$ cat config.mk
export PLATFORM = sky130hd
export DESIGN_NAME = analog_flat
export DESIGN_NICKNAME = d
export VERILOG_FILES = /design/src/rtl/analog_pkg.sv /design/src/rtl/analog_if.sv /design/src/rtl/analog_f64_classify.sv /design/src/rtl/analog.sv /design/src/flat_wrapper.sv
export SDC_FILE = /design/constraint.sdc
export NUM_CORES = 1
export LEC_CHECK = 0
export CAP_MARGIN = 20
export CORE_ASPECT_RATIO = 0.8
export CORE_MARGIN = 2
export CORE_UTILIZATION = 40
export CTS_CLUSTER_SIZE = 12
export DETAILED_ROUTE_END_ITERATION = 10
export PLACE_DENSITY = 0.84
export SLEW_MARGIN = 40
export SYNTH_ARGS = -nofsm -noshare
export SYNTH_HDL_FRONTEND = slang
export SYNTH_HIERARCHICAL = 1
export SYNTH_SLANG_ARGS = --single-unit
$ cat constraint.sdc
create_clock -name clk -period 5.75 [get_ports clk]
set_clock_uncertainty 0.1 [all_clocks]
set_input_delay 0.8625 -clock clk [delete_from_list [all_inputs] [get_ports clk]]
set_output_delay 0.8625 -clock clk [all_outputs]
set_load 0.02 [all_outputs]
$ cat src/rtl/analog_pkg.sv
// Shared binary64 constants and operand-class type for the analog voltage driver
// and other real-valued blocks.
package analog_pkg;

   localparam logic [63:0] F64_QNAN    = 64'h7FF8_0000_0000_0000;
   localparam logic [63:0] F64_PINF    = 64'h7FF0_0000_0000_0000;
   localparam logic [10:0] F64_EXP_MAX = 11'h7FF;

   typedef enum logic [2:0] {
      ZERO,
      SUB,
      NORM,
      INF,
      NAN
   } fclass_t;

   // Sign-cleared magnitude with exponent and mantissa passed through untouched.
   function automatic logic [63:0] f64_abs(input logic [63:0] x);
      return {1'b0, x[62:0]};
   endfunction

endpackage

$ cat src/rtl/analog_if.sv
// Update/readback bundle of the analog node: sampled operand in, held voltage and
// class flags out.
interface analog_if #(
   parameter int W = 64
);
   logic         in_valid;
   logic [W-1:0] value;
   logic [W-1:0] v_out;
   logic         v_valid;
   logic         v_upd;
   logic         is_zero;
   logic         is_inf;
   logic         is_nan;
   logic         is_sub;

   modport master (
      output in_valid, value,
      input  v_out, v_valid, v_upd, is_zero, is_inf, is_nan, is_sub
   );

   modport slave (
      input  in_valid, value,
      output v_out, v_valid, v_upd, is_zero, is_inf, is_nan, is_sub
   );
endinterface

$ cat src/rtl/analog_f64_classify.sv
// Combinational binary64 operand classifier; the sign bit does not affect the class.
module f64_classify
   import analog_pkg::*;
(
   input  logic [63:0] value,
   output fclass_t     fclass
);
   logic [10:0] exp_f;
   logic [51:0] man_f;
   logic        unused_sign;

   assign exp_f       = value[62:52];
   assign man_f       = value[51:0];
   assign unused_sign = value[63];

   always_comb begin
      fclass = NORM;
      if (exp_f == 11'd0) begin
         fclass = (man_f == 52'd0) ? ZERO : SUB;
      end else if (exp_f == F64_EXP_MAX) begin
         fclass = (man_f == 52'd0) ? INF : NAN;
      end
   end
endmodule

$ cat src/rtl/analog.sv
// Voltage-contribution driver: registers abs(value) as the held node voltage,
// canonicalising NaN and signed zero, and reports its operand class.
module analog
   import analog_pkg::*;
#(
   parameter int W = 64
) (
   input  logic     clk,
   input  logic     rst,
   analog_if.slave  bus
);
   fclass_t      in_class;
   logic [W-1:0] v_out_d,   v_out_q;
   logic         v_valid_d, v_valid_q;
   logic         v_upd_d,   v_upd_q;
   logic         is_zero_d, is_zero_q;
   logic         is_inf_d,  is_inf_q;
   logic         is_nan_d,  is_nan_q;
   logic         is_sub_d,  is_sub_q;

   f64_classify u_classify (
      .value  (bus.value),
      .fclass (in_class)
   );

   // Between updates every register recirculates, so the node stays driven.
   always_comb begin
      v_out_d   = v_out_q;
      v_valid_d = v_valid_q;
      v_upd_d   = 1'b0;
      is_zero_d = is_zero_q;
      is_inf_d  = is_inf_q;
      is_nan_d  = is_nan_q;
      is_sub_d  = is_sub_q;
      if (bus.in_valid) begin
         v_valid_d = 1'b1;
         v_upd_d   = 1'b1;
         is_zero_d = (in_class == ZERO);
         is_inf_d  = (in_class == INF);
         is_nan_d  = (in_class == NAN);
         is_sub_d  = (in_class == SUB);
         case (in_class)
            ZERO:    v_out_d = '0;
            INF:     v_out_d = F64_PINF;
            NAN:     v_out_d = F64_QNAN;
            default: v_out_d = f64_abs(bus.value);
         endcase
      end
   end

   always_ff @(posedge clk or posedge rst) begin
      if (rst) begin
         v_out_q   <= '0;
         v_valid_q <= 1'b0;
         v_upd_q   <= 1'b0;
         is_zero_q <= 1'b1;
         is_inf_q  <= 1'b0;
         is_nan_q  <= 1'b0;
         is_sub_q  <= 1'b0;
      end else begin
         v_out_q   <= v_out_d;
         v_valid_q <= v_valid_d;
         v_upd_q   <= v_upd_d;
         is_zero_q <= is_zero_d;
         is_inf_q  <= is_inf_d;
         is_nan_q  <= is_nan_d;
         is_sub_q  <= is_sub_d;
      end
   end

   assign bus.v_out   = v_out_q;
   assign bus.v_valid = v_valid_q;
   assign bus.v_upd   = v_upd_q;
   assign bus.is_zero = is_zero_q;
   assign bus.is_inf  = is_inf_q;
   assign bus.is_nan  = is_nan_q;
   assign bus.is_sub  = is_sub_q;
endmodule

$ cat src/flat_wrapper.sv
// flat-port wrapper written by rule: the top's interface ports become plain ports
module analog_flat import analog_pkg::*;
#(
   parameter int W = 64
)
  (clk, rst, bus_in_valid, bus_value, bus_v_out, bus_v_valid, bus_v_upd, bus_is_zero, bus_is_inf, bus_is_nan, bus_is_sub);
  analog_if #(.W(W)) bus_i ();
  input  logic clk;
  input  logic rst;
  input wire logic [$bits(bus_i.in_valid)-1:0] bus_in_valid;
  input wire logic [$bits(bus_i.value)-1:0] bus_value;
  output wire logic [$bits(bus_i.v_out)-1:0] bus_v_out;
  output wire logic [$bits(bus_i.v_valid)-1:0] bus_v_valid;
  output wire logic [$bits(bus_i.v_upd)-1:0] bus_v_upd;
  output wire logic [$bits(bus_i.is_zero)-1:0] bus_is_zero;
  output wire logic [$bits(bus_i.is_inf)-1:0] bus_is_inf;
  output wire logic [$bits(bus_i.is_nan)-1:0] bus_is_nan;
  output wire logic [$bits(bus_i.is_sub)-1:0] bus_is_sub;
  assign bus_i.in_valid = bus_in_valid;
  assign bus_i.value = bus_value;
  assign bus_v_out = bus_i.v_out;
  assign bus_v_valid = bus_i.v_valid;
  assign bus_v_upd = bus_i.v_upd;
  assign bus_is_zero = bus_i.is_zero;
  assign bus_is_inf = bus_i.is_inf;
  assign bus_is_nan = bus_i.is_nan;
  assign bus_is_sub = bus_i.is_sub;
  analog #(.W(W)) u_core (.clk(clk), .rst(rst), .bus(bus_i));
endmodule
== Word-level counts from Yosys, hierarchy flattened ==
Cells that the tools add are included.
Word-level totals
  input port bits: 67
  logic and storage cells: 20
  output and inout bits: 70
  register bits: 70
Operators by class
  eq/ne operators: 4
  reduce and logical (&&, ||, !) cells: 3
  multiplexer cells: 6
Operators with widths (number)
  $pmux W63 S3: 1
  $logic_not A52 Y1: 1
  $eq A11 B11 Y1 const B: 1
  $logic_not A11 Y1: 1
  $mux W3: 3
  $eq A3 B1 Y1 const B: 1
  $eq A3 B2 Y1 const B: 1
  $eq A3 B3 Y1 const B: 1
  $logic_not A3 Y1: 1
  $mux W1: 2

== Logic depth before layout (Yosys ltp) ==
Gate-level depths: netlist of run 1.
  word-level depth: 6
  mapped depth: 9
  mapped depth without buffers: 7

== Hierarchy ==
Netlist of run 1, hierarchy kept.
By module, submodules not included
  analog: times used 1, cells an instance 300, seq. area each 1727.9 um^2, area an instance 3214.3 um^2
  f64_classify: times used 1, cells an instance 29, seq. area each 0.0 um^2, area an instance 191.4 um^2

== Least setup slack after synthesis of run 1 ==
No wires, ideal clock.
  path kind: input to register
  from: in bus_value[1]
  to: reg u_core.v_out_q[0] (netlist: u_core/bus.v_out[0])
  stages on the path: 9
  arrival: 2.861 ns
  library setup time: 0.080 ns
  path slack: 2.709 ns
  data required time: 5.570 ns
  path buffers: 2
  cell sequence: nor4_1 nand4_1 or4_4 mux2_4 and3b_1 or2_1 buf_6 buf_12 o22ai_2
Between the ends
  longest elaborated chain between the ends: 6
  elaborated cells between the ends (all ways): 9
  those cells by class: 2 x eq/ne; 5 x mux; 2 x reduce/logical
Ends and longest elaborated chain
  start: declaration: line flat_wrapper.sv:11  | input wire logic [$bits(bus_i.value)-1:0] bus_value;
  $logic_not A52 Y1 (*): line analog_f64_classify.sv:19, analog_f64_classify.sv:21
  $mux W3: line analog_f64_classify.sv:21  | fclass = (man_f == 52'd0) ? INF : NAN;
  $mux W3: line analog_f64_classify.sv:20  | end else if (exp_f == F64_EXP_MAX) begin
  $mux W3 (*): line analog_f64_classify.sv:18  | if (exp_f == 11'd0) begin
  named net u_core.in_class[0]: line analog.sv:12  | fclass_t in_class;
  $eq A3 B3 Y1, or another cell as far along: line analog.sv:42  | case (in_class)
  $pmux W63 S3 (*): line analog.sv:42
  end signal: assignment: line analog.sv:61  | v_out_q <= v_out_d;
  end: declaration: line analog.sv:13  | logic [W-1:0] v_out_d, v_out_q;
The timed path passes the listed nets; every way through them passes the cells marked *.
A chain may end at the register's enable or synchronous reset.

== Worst setup path in the final report of run 1 ==
  from: in bus_value[21]
  to: reg u_core.v_out_q[18] (netlist: u_core/bus.v_out[18])
Same word-level chain as after synthesis.

==> flow_summary_export.csv, run 1 <==
group,metric,value,unit
cells_and_area,drive_above_1_share,0.172,
synth,syn_area,0.00341,sq mm
global_routing,grt_max_degree,71,
timing,slew_headroom,0.561,
timing,setup_violations,0,
cells_and_area,final_nets,521,
detailed_routing,avgViaCountPerCell,4.92,
clock_tree,numCtsBuffers,9,
detailed_routing,route.detailed.drc,0,
synth,synth.area.top_cells,"dfrtp_1, o22ai_2, nand2_1",
power_and_ir_drop,pwr-share-comb,0.240,
min_path,hold_class,"reg -> reg",
synth,syn_avg_cell_area,10.4,sq um
power_and_ir_drop,power_frac_seq,0.453,
synth,synthFlopType,"dfrtp_1",
cells_and_area,fin_area,0.00494,sq mm
flow_run,drv_cap,0,
global_routing,grt_use_total,0.180,
power_and_ir_drop,clock_power_share,0.307,
worst_setup_path,regToRegStartpoint,"u_core/bus.v_valid",
synth,ys_ff_latch,69,
run_status,status,"finished, final reports clean",
worst_setup_path,path_max_fanout,26,
global_routing,grt_overflow,0,
timing,hold_viol_final,0,
power_and_ir_drop,ir_worst_vdd,0.000113,V
clock_tree,insertion_delay,330,ps
synth,synth.distinct_cells,29,
synth,yosysMostFrequentCell,"dfrtp_1",
timing,fin_crit,3720,ps
worst_setup_path,worstSetupStartpoint,"bus_value[21]",
timing,fmax,269,MHz
detailed_routing,ant_nets,0,
die,core.rowCount,30,
synth,synth_nets,396,
die,io_pins,137,
power_and_ir_drop,power_density,245,mW/mm^2
power_and_ir_drop,switching_share,0.279,
placement,place_area,0.00473,sq mm
detailed_routing,drtIter0Drc,112,
worst_setup_path,path_class,"in -> reg",
die,core-area,0.00837,sq mm
die,start_util,0.407,
clock_tree,clkSinkCount,69,
synth,async_flop_share,1.00,
synth,synthMuxAreaShare,0.0143,
timing,tns,0,ps
clock_tree,cts_setup_buffers,0,
timing,drv_slew,0,
global_routing,grt_pass1_wl,13100,microns
synth,yosysWarningCount,6,
die,die_area,0.00927,sq mm
timing,worst_pin_slew,659,ps
clock_tree,ctsResizeCount,0,
worst_setup_path,crit_path_end_kind,"flop",
worst_setup_path,arrival,3810,ps
die,dieHeight,86.5,microns
synth,synthTopCellsByCount,"dfrtp_1, nand2_1, inv_1",
placement,globalplace.congestion,0.771,
cells_and_area,n_antenna_cell,0,
detailed_routing,routed_wl,8440,microns
clock_tree,cts_root_buf,"clkbuf_8",
power_and_ir_drop,p_leak,2.20,nW
worst_setup_path,startpoint_type,"input port",
synth,netlist_instances,329,
synth,synth_top_family_by_area,"compound AO/OA/AOI/OAI gates",
global_routing,antenna_found_initial,0,
synth,synth_edf_count,0,
detailed_routing,drtPass1Iterations,4,
synth,synth_top_cell_area_share,0.500,
synth,yosys.area_share.simple,0.146,
die,die_w,107,microns
detailed_routing,vias,2810,
cells_and_area,area_growth,45.2,%
placement,portBuffers,134,
clock_tree,cts_max_level,3,
timing,period_share,0.647,
clock_tree,cts.clk_slew.worst_paths,70,ps
synth,yosysSeqAreaShare,0.507,
worst_setup_path,critPathRequiredTime,5830,ps
power_and_ir_drop,intPower,0.871,mW
synth,synth_xor_area_frac,0,
synth,yosysTopAreaCell,"dfrtp_1",
synth,synth-compound-area-share,0.215,
min_path,hold_path.startpoint,"u_core/bus.v_valid",
global_routing,grt_pass1_vias,2727,
clock_tree,cts_buffer_depth,2,
clock_tree,cts_tree,"done",
synth,synthAdderAreaFrac,0,
placement,dp_hpwl,6020,microns
power_and_ir_drop,p_sw,0.338,mW
detailed_routing,wl_per_cell,14.8,microns
timing,grt_setup_unrepaired,"no",
clock_tree,cts_hold_buffers,0,
[worst paths after layout]
check	cells past startpoint	to	slack (ps)
setup reg to reg	1	u_core/bus.v_valid	4860
max in group asynchronous	3	u_core/bus.v_out[41]	4160
setup / recovery	9	u_core/bus.v_out[18]	2030
min in group asynchronous	3	u_core/bus.v_out[9]	910
hold / removal	1	u_core/bus.v_valid	410
hold reg to reg	1	u_core/bus.v_valid	410
[per-layer routing]
| metal | wire length (microns) | part of all wire | up-vias | GRT usage |
|---|---|---|---|---|
| met5 | 0 | 0 | - | 0 |
| met4 | 101 | 0.012 | 0 | 0.0508 |
| met3 | 507 | 0.060 | 11 | 0.0511 |
| met2 | 4130 | 0.49 | 94 | 0.300 |
| met1 | 3700 | 0.44 | 1346 | 0.231 |
| li1 | - | - | 1359 | - |
[power by group through the flow]
stage / combinational, mW / clock [mW] / sequential [mW]
6_report: 0.290 / 0.371 / 0.548
5_1_grt: 0.310 / 0.405 / 0.553
4_1_cts: 0.293 / 0.386 / 0.548
3_5_place_dp: 0.292 / 0 / 0.557
3_3_place_gp: 0.287 / 0 / 0.555
2_1_floorplan: 0.0899 / 0 / 0.606
[worst max-delay path, cell delays in order]
cell and delay, ps:
clkdlybuf4s50_1 440, nor4_1 460, nand4_1 140, or4_4 590
mux2_4 340, nor2_1 230, or2_2 370, buf_12 250
o22ai_2 110
[sequential cells by signal, summed over array words and instances (netlist names)]
signal / cells
u_core/bus.is_zero: 1
u_core/bus.is_inf: 1
u_core/bus.is_sub: 1
u_core/bus.v_out: 63
u_core/bus.v_valid: 1
u_core/bus.v_upd: 1
u_core/bus.is_nan: 1
[cell usage in the layout (no fill, tap or decap), types with 3 or more instances in the layout]
master / netlist / layout
nand4_1: 4 / 4
nand3_1: 3 / 3
or2_2: 2 / 3
clkdlybuf4s50_1: 0 / 133
nor4_1: 15 / 15
clkbuf_8: 0 / 9
dfrtp_1: 68 / 68
clkbuf_1: 8 / 4
mux2_2: 3 / 3
o22ai_2: 50 / 50
nor2_1: 13 / 13
nand2_1: 65 / 65
a31oi_1: 11 / 11
inv_1: 54 / 53
[area by class of cell]
cell class	instances	area, sq um
fillers	742	3430
flip-flops and latches	69	1730
repair buffers	138	1410
multi-input cells	182	1280
inverters	54	203
well taps	112	140
clock buffers	13	139
clock inverters	3	40.0
[logic make-up after synthesis]
logic type             Yosys count
flip-flops                      69
multiplexers                     4
AND/OR/NAND/NOR                109
buffers and inverters           78
AO/OA/AOI/OAI                   68
other                            1
[through the flow]
stage	hold WS [ps]	util	std cells	setup slack (ps)	power (mW)
6_report	406	0.591	571	2030	1.21
4_1_cts	414	0.586	570	1630	1.23
3_3_place_gp	353	0.565	554	1310	0.842
3_5_place_dp	393	0.565	554	1280	0.849
5_1_grt	435	0.591	571	1870	1.27
2_1_floorplan	492	-	329	2710	0.696
(Power assumes the default switching activity.)
==> inputs of run 2 (changes only) <==
- CORE_UTILIZATION: 40 -> 39
- PLACE_DENSITY: 0.84 -> 0.85
- clock period: 5.75 -> 3.2 ns (I/O delays scaled with it)
==> run 2 against run 1 <==
  * Final cell count rose by 3.7%
  * Sequential share of layout area down 1.4 points
  * Global-route usage rose by 0.38 points
  * Critical endpoint is now u_core/bus.v_out[60]
  * Largest cell class unchanged
  * Largest power group unchanged
==> flow_summary_export.csv, run 2 (same netlist as run 1, synthesis figures left out) <==
group,metric,value,unit
die,core.rowCount,30,
worst_setup_path,path_class,"in -> reg",
cells_and_area,largest_reg_flops,63,
worst_setup_path,crit_top_cell,"buf_4",
placement,dp_cells,576,
worst_setup_path,max_stage_delay,600,ps
clock_tree,insertion_delay,330,ps
power_and_ir_drop,power_density,423,mW/mm^2
timing,worst_pin_slew,762,ps
cells_and_area,layout_commonest_cell,"clkdlybuf4s50_1",
cells_and_area,stdcell_count,592,
detailed_routing,vias,2900,
cells_and_area,fin_area,0.00515,sq mm
timing,fin_crit,3090,ps
timing,period_share,0.966,
global_routing,grt_pass1_vias,2893,
die,dieHeight,87.6,microns
worst_setup_path,crit_slowest_cell,"or4_4",
power_and_ir_drop,p_leak,2.31,nW
power_and_ir_drop,ir_worst_vdd,0.000191,V
detailed_routing,drtPass1Iterations,4,
worst_setup_path,worstPathCellList,"clkdlybuf4s50_1, nor4_4, buf_4, nand4_1, or4_4, mux2_4, and3b_1, buf_4, a21oi_1, buf_4, a31oi_1",
global_routing,antenna_found_initial,0,
cells_and_area,finish.utilization,0.607,
global_routing,grt_use_total,0.184,
worst_setup_path,path_max_fanout,11,
clock_tree,numCtsBuffers,9,
die,core-area,0.00848,sq mm
cells_and_area,final_nets,542,
worst_setup_path,arrival,3170,ps
timing,setup_violations,0,
timing,drv_slew,0,
die,start_util,0.401,
timing,hold_viol_final,0,
clock_tree,cts_max_level,3,
cells_and_area,drive_above_1_share,0.219,
clock_tree,cts.clk_slew.worst_paths,80,ps
clock_tree,clkSinkCount,69,
cells_and_area,n_antenna_cell,0,
clock_tree,cts_hold_buffers,0,
clock_tree,cts_tree,"done",
die,die_w,108,microns
worst_setup_path,worstRegToRegCells,1,
run_status,status,"finished, final reports clean",
detailed_routing,avgViaCountPerCell,4.90,
placement,globalplace.congestion,0.797,
cells_and_area,fillCellCount,744,
timing,fmax,324,MHz
clock_tree,cts_root_buf,"clkbuf_8",
detailed_routing,route.detailed.drc,0,
cells_and_area,area_growth,51.1,%
detailed_routing,routed_wl,8840,microns
detailed_routing,ant_nets,0,
worst_setup_path,crit_path_end_kind,"flop",
die,io_pins,137,
worst_setup_path,critPathRequiredTime,3280,ps
detailed_routing,wl_per_cell,14.9,microns
timing,slew_headroom,0.492,
flow_run,drv_cap,0,
detailed_routing,drtIter0Drc,142,
worst_setup_path,startpoint_type,"input port",
cells_and_area,mostFrequentLayoutCells,"clkdlybuf4s50_1, dfrtp_1, nand2_1",
timing,grt_setup_unrepaired,"no",
placement,portBuffers,134,
placement,place_area,0.00493,sq mm
global_routing,grt_overflow,0,
min_path,min_path_cells,1,
die,die_area,0.00950,sq mm
global_routing,grt_pass1_wl,13600,microns
clock_tree,cts_setup_buffers,0,
global_routing,grt_max_degree,71,
clock_tree,cts_buffer_depth,2,
min_path,hold_class,"reg -> reg",
placement,dp_hpwl,6480,microns
-- run 2: cell types whose count changed in the layout (fill, tap and decap cells not counted), sizes merged --
cell,change
buf,+21
bufinv,-1
clkbuf,-2
clkinv,+1
clkinvlp,+2
-- run 2: timing repair --
action | CTS | global route
gates cloned | 0 | 0
gates resized for setup | 1 | 4
setup endpoints to repair | 1 | 62
pin swaps | 0 | 1
-- run 2: worst max-delay path, delay by kind of cell --
family,cells,cell delay [ps]
simple gates,4,1170
buf+inv,4,950
mux,1,340
compound gates,2,220
-- run 2: worst paths after layout --
check / startpoint / end / slack, ps
worst max register to register: u_core/bus.v_valid / u_core/bus.v_valid / 2330
worst max-delay path: bus_value[10] / u_core/bus.v_out[60] / 110
max in group asynchronous: rst / u_core/bus.is_zero / 1920
min in group asynchronous: rst / u_core/bus.v_upd / 430
worst min-delay path: u_core/bus.v_valid / u_core/bus.v_valid / 380
worst min register to register: u_core/bus.v_valid / u_core/bus.v_valid / 380
-- run 2: through the flow --
| stage | worst slack [ps] | TNS, ps | hold slack, ps | total power, mW |
|---|---|---|---|---|
| 2_1_floorplan | 541 | 0 | 411 | 1.25 |
| 3_3_place_gp | -347 | -20110 | 352 | 1.53 |
| 3_5_place_dp | -365 | -21030 | 365 | 1.54 |
| 4_1_cts | 15.7 | 0 | 386 | 2.20 |
| 5_1_grt | 27.9 | 0 | 390 | 2.29 |
| 6_report | 109 | 0 | 385 | 2.18 |
-- run 2: layer usage --
layer	part of all wire	up-vias	routed length, microns	GRT usage
met3	0.063	13	553	0.0461
met4	0.017	0	153	0.0653
li1	-	1394	-	-
met5	0	-	0	0
met1	0.43	1401	3810	0.231
met2	0.49	92	4320	0.311
-- run 2: area by class of cell --
| cell class | count | area (sq um) | share of cell area |
|---|---|---|---|
| clock buffer | 11 | 151 | 0.0294 |
| clock inverter | 5 | 33.8 | 0.00656 |
| inverter | 54 | 204 | 0.0396 |
| multi-input combinational | 182 | 1310 | 0.255 |
| sequential | 69 | 1730 | 0.336 |
| tap | 112 | 140 | 0.0272 |
| timing repair buffer | 159 | 1580 | 0.306 |
-- run 2: power by group --
part	total, mW	switching, mW	internal (mW)	leakage, nW
logic	0.543	0.268	0.275	1.39
clock network	0.652	0.328	0.323	0.0917
registers	0.984	0.0402	0.944	0.827
total	2.18	0.637	1.54	2.31
==> inputs of run 3 (changes only) <==
- CORE_MARGIN: 2 -> 8
==> run 3 against run 2 <==
  * Register-to-register slack about the same
  * Global-route usage down 2.0 points
  * Utilization up 0.60 points
  * Power up 8.0%
  * Combinational power up 2%
  * Critical path type unchanged
  * Highest routed layer unchanged
==> flow_summary_export.csv, run 3 (same netlist as run 1, synthesis figures left out) <==
group,metric,value,unit
run_status,status,"finished, final reports clean",
global_routing,grt_pass1_wl,15800,microns
clock_tree,cts_hold_buffers,0,
timing,grt_setup_unrepaired,"no",
power_and_ir_drop,clock_power_share,0.348,
cells_and_area,n_antenna_cell,0,
timing,drv_slew,0,
power_and_ir_drop,ir_worst_vdd,0.000261,V
placement,dp_hpwl,7420,microns
worst_setup_path,path_class,"in -> reg",
worst_setup_path,startpoint_type,"input port",
die,die_area,0.0120,sq mm
clock_tree,insertion_delay,330,ps
cells_and_area,final_nets,544,
clock_tree,cts_buffer_depth,2,
power_and_ir_drop,power_density,453,mW/mm^2
cells_and_area,fin_area,0.00520,sq mm
power_and_ir_drop,switching_share,0.276,
cells_and_area,fillCellCount,751,
detailed_routing,ant_nets,0,
clock_tree,numCtsBuffers,9,
cells_and_area,drive_above_1_share,0.222,
placement,place_area,0.00494,sq mm
cells_and_area,mostFrequentLayoutCells,"clkdlybuf4s50_1, dfrtp_1, nand2_1",
worst_setup_path,path_max_fanout,26,
worst_setup_path,crit_path_end_kind,"flop",
clock_tree,cts_max_level,3,
detailed_routing,vias,2948,
timing,hold_viol_final,0,
timing,setup_violations,0,
timing,slew_headroom,0.560,
power_and_ir_drop,intPower,1.70,mW
flow_run,drv_cap,0,
power_and_ir_drop,fin_total_pwr,2.35,mW
timing,period_share,0.993,
cells_and_area,area_growth,52.6,%
die,core.rowCount,30,
global_routing,grt_max_degree,71,
global_routing,grt_pass1_vias,3079,
clock_tree,cts_root_buf,"clkbuf_8",
min_path,hold_class,"reg -> reg",
detailed_routing,drtIter0Drc,161,
power_and_ir_drop,p_sw,0.650,mW
die,dieHeight,99.6,microns
global_routing,antenna_found_initial,0,
global_routing,grt_overflow,0,
worst_setup_path,arrival,3330,ps
worst_setup_path,critPathRequiredTime,3360,ps
die,start_util,0.401,
placement,portBuffers,134,
power_and_ir_drop,p_leak,2.34,nW
power_and_ir_drop,power_frac_seq,0.418,
timing,fin_crit,3180,ps
cells_and_area,finish.utilization,0.613,
timing,worst_hold_slack,374,ps
die,core-area,0.00848,sq mm
clock_tree,cts_tree,"done",
power_and_ir_drop,pwr-share-comb,0.235,
timing,fmax,315,MHz
placement,globalplace.congestion,0.804,
global_routing,grt_use_total,0.164,
clock_tree,cts.clk_slew.worst_paths,80,ps
cells_and_area,largest_reg_flops,63,
detailed_routing,route.detailed.drc,0,
detailed_routing,drtPass1Iterations,4,
die,die_w,120,microns
die,io_pins,137,
timing,worst_pin_slew,659,ps
detailed_routing,wl_per_cell,16.8,microns
clock_tree,clkSinkCount,69,
detailed_routing,routed_wl,9990,microns
detailed_routing,avgViaCountPerCell,4.96,
cells_and_area,layout_commonest_cell,"clkdlybuf4s50_1",
-- run 3: changes by cell type in the layout (fill, tap and decap cells not counted), sizes merged --
cell / delta
clkinv: -1
clkinvlp: -1
bufinv: +2
buf: +2
-- run 3: timing repair --
action                     CTS  global route
gates resized for setup      1             2
setup buffers                0             0
setup endpoints to repair    3            32
-- run 3: worst paths after layout --
path | startpoint | to | slack, ps | depth (start not counted)
worst max-delay path | bus_value[8] | u_core/bus.v_out[10] | 20 | 10
worst min-delay path | u_core/bus.v_valid | u_core/bus.v_valid | 370 | 1
worst max register to register | u_core/bus.v_valid | u_core/bus.v_valid | 2340 | 1
worst min register to register | u_core/bus.v_valid | u_core/bus.v_valid | 370 | 1
max in group asynchronous | rst | u_core/bus.v_out[9] | 1950 | 3
min in group asynchronous | rst | u_core/bus.v_out[15] | 440 | 2
-- run 3: per-stage QoR --
stage                     TNS [ps]  worst slack (ps)  std cells
after detailed placement    -21210              -372        578
after global placement      -19990              -344        578
after CTS                        0              47.1        594
after global routing             0              5.86        594
after floorplan                  0               541        329
final                            0              23.1        594
-- run 3: area by class of cell --
class,instances,area [sq um],area share
Inverter,54,204,0.0392
Clock buffer,11,151,0.0291
Tap cell,112,140,0.0270
Timing Repair Buffer,161,1590,0.306
Clock inverter,5,81.3,0.0156
Sequential cell,69,1730,0.332
Multi-Input combinational cell,182,1300,0.251
-- run 3: worst max-delay path, cell delays in order --
cell and delay (ps):
clkdlybuf4s50_1 440, nor4_1 360, buf_4 170, nand4_1 110, or4_4 560, mux2_4 340
and3b_1 180, or2_2 330, buf_12 190, o22ai_2 140
-- run 3: layer usage --
layer	up-vias	share of wire	track usage
li1	1405	-	-
met1	1433	0.43	0.194
met2	96	0.50	0.281
met3	14	0.057	0.0464
met4	0	0.014	0.0536
met5	-	0	0
-- run 3: power groups by stage --
stage / logic, mW / registers (mW) / clock network [mW]
floorplan: 0.161 / 1.09 / 0
global placement: 0.543 / 0.996 / 0
detailed placement: 0.553 / 1.00 / 0
CTS: 0.557 / 0.983 / 0.842
global route: 0.590 / 0.992 / 0.880
finish: 0.552 / 0.983 / 0.819
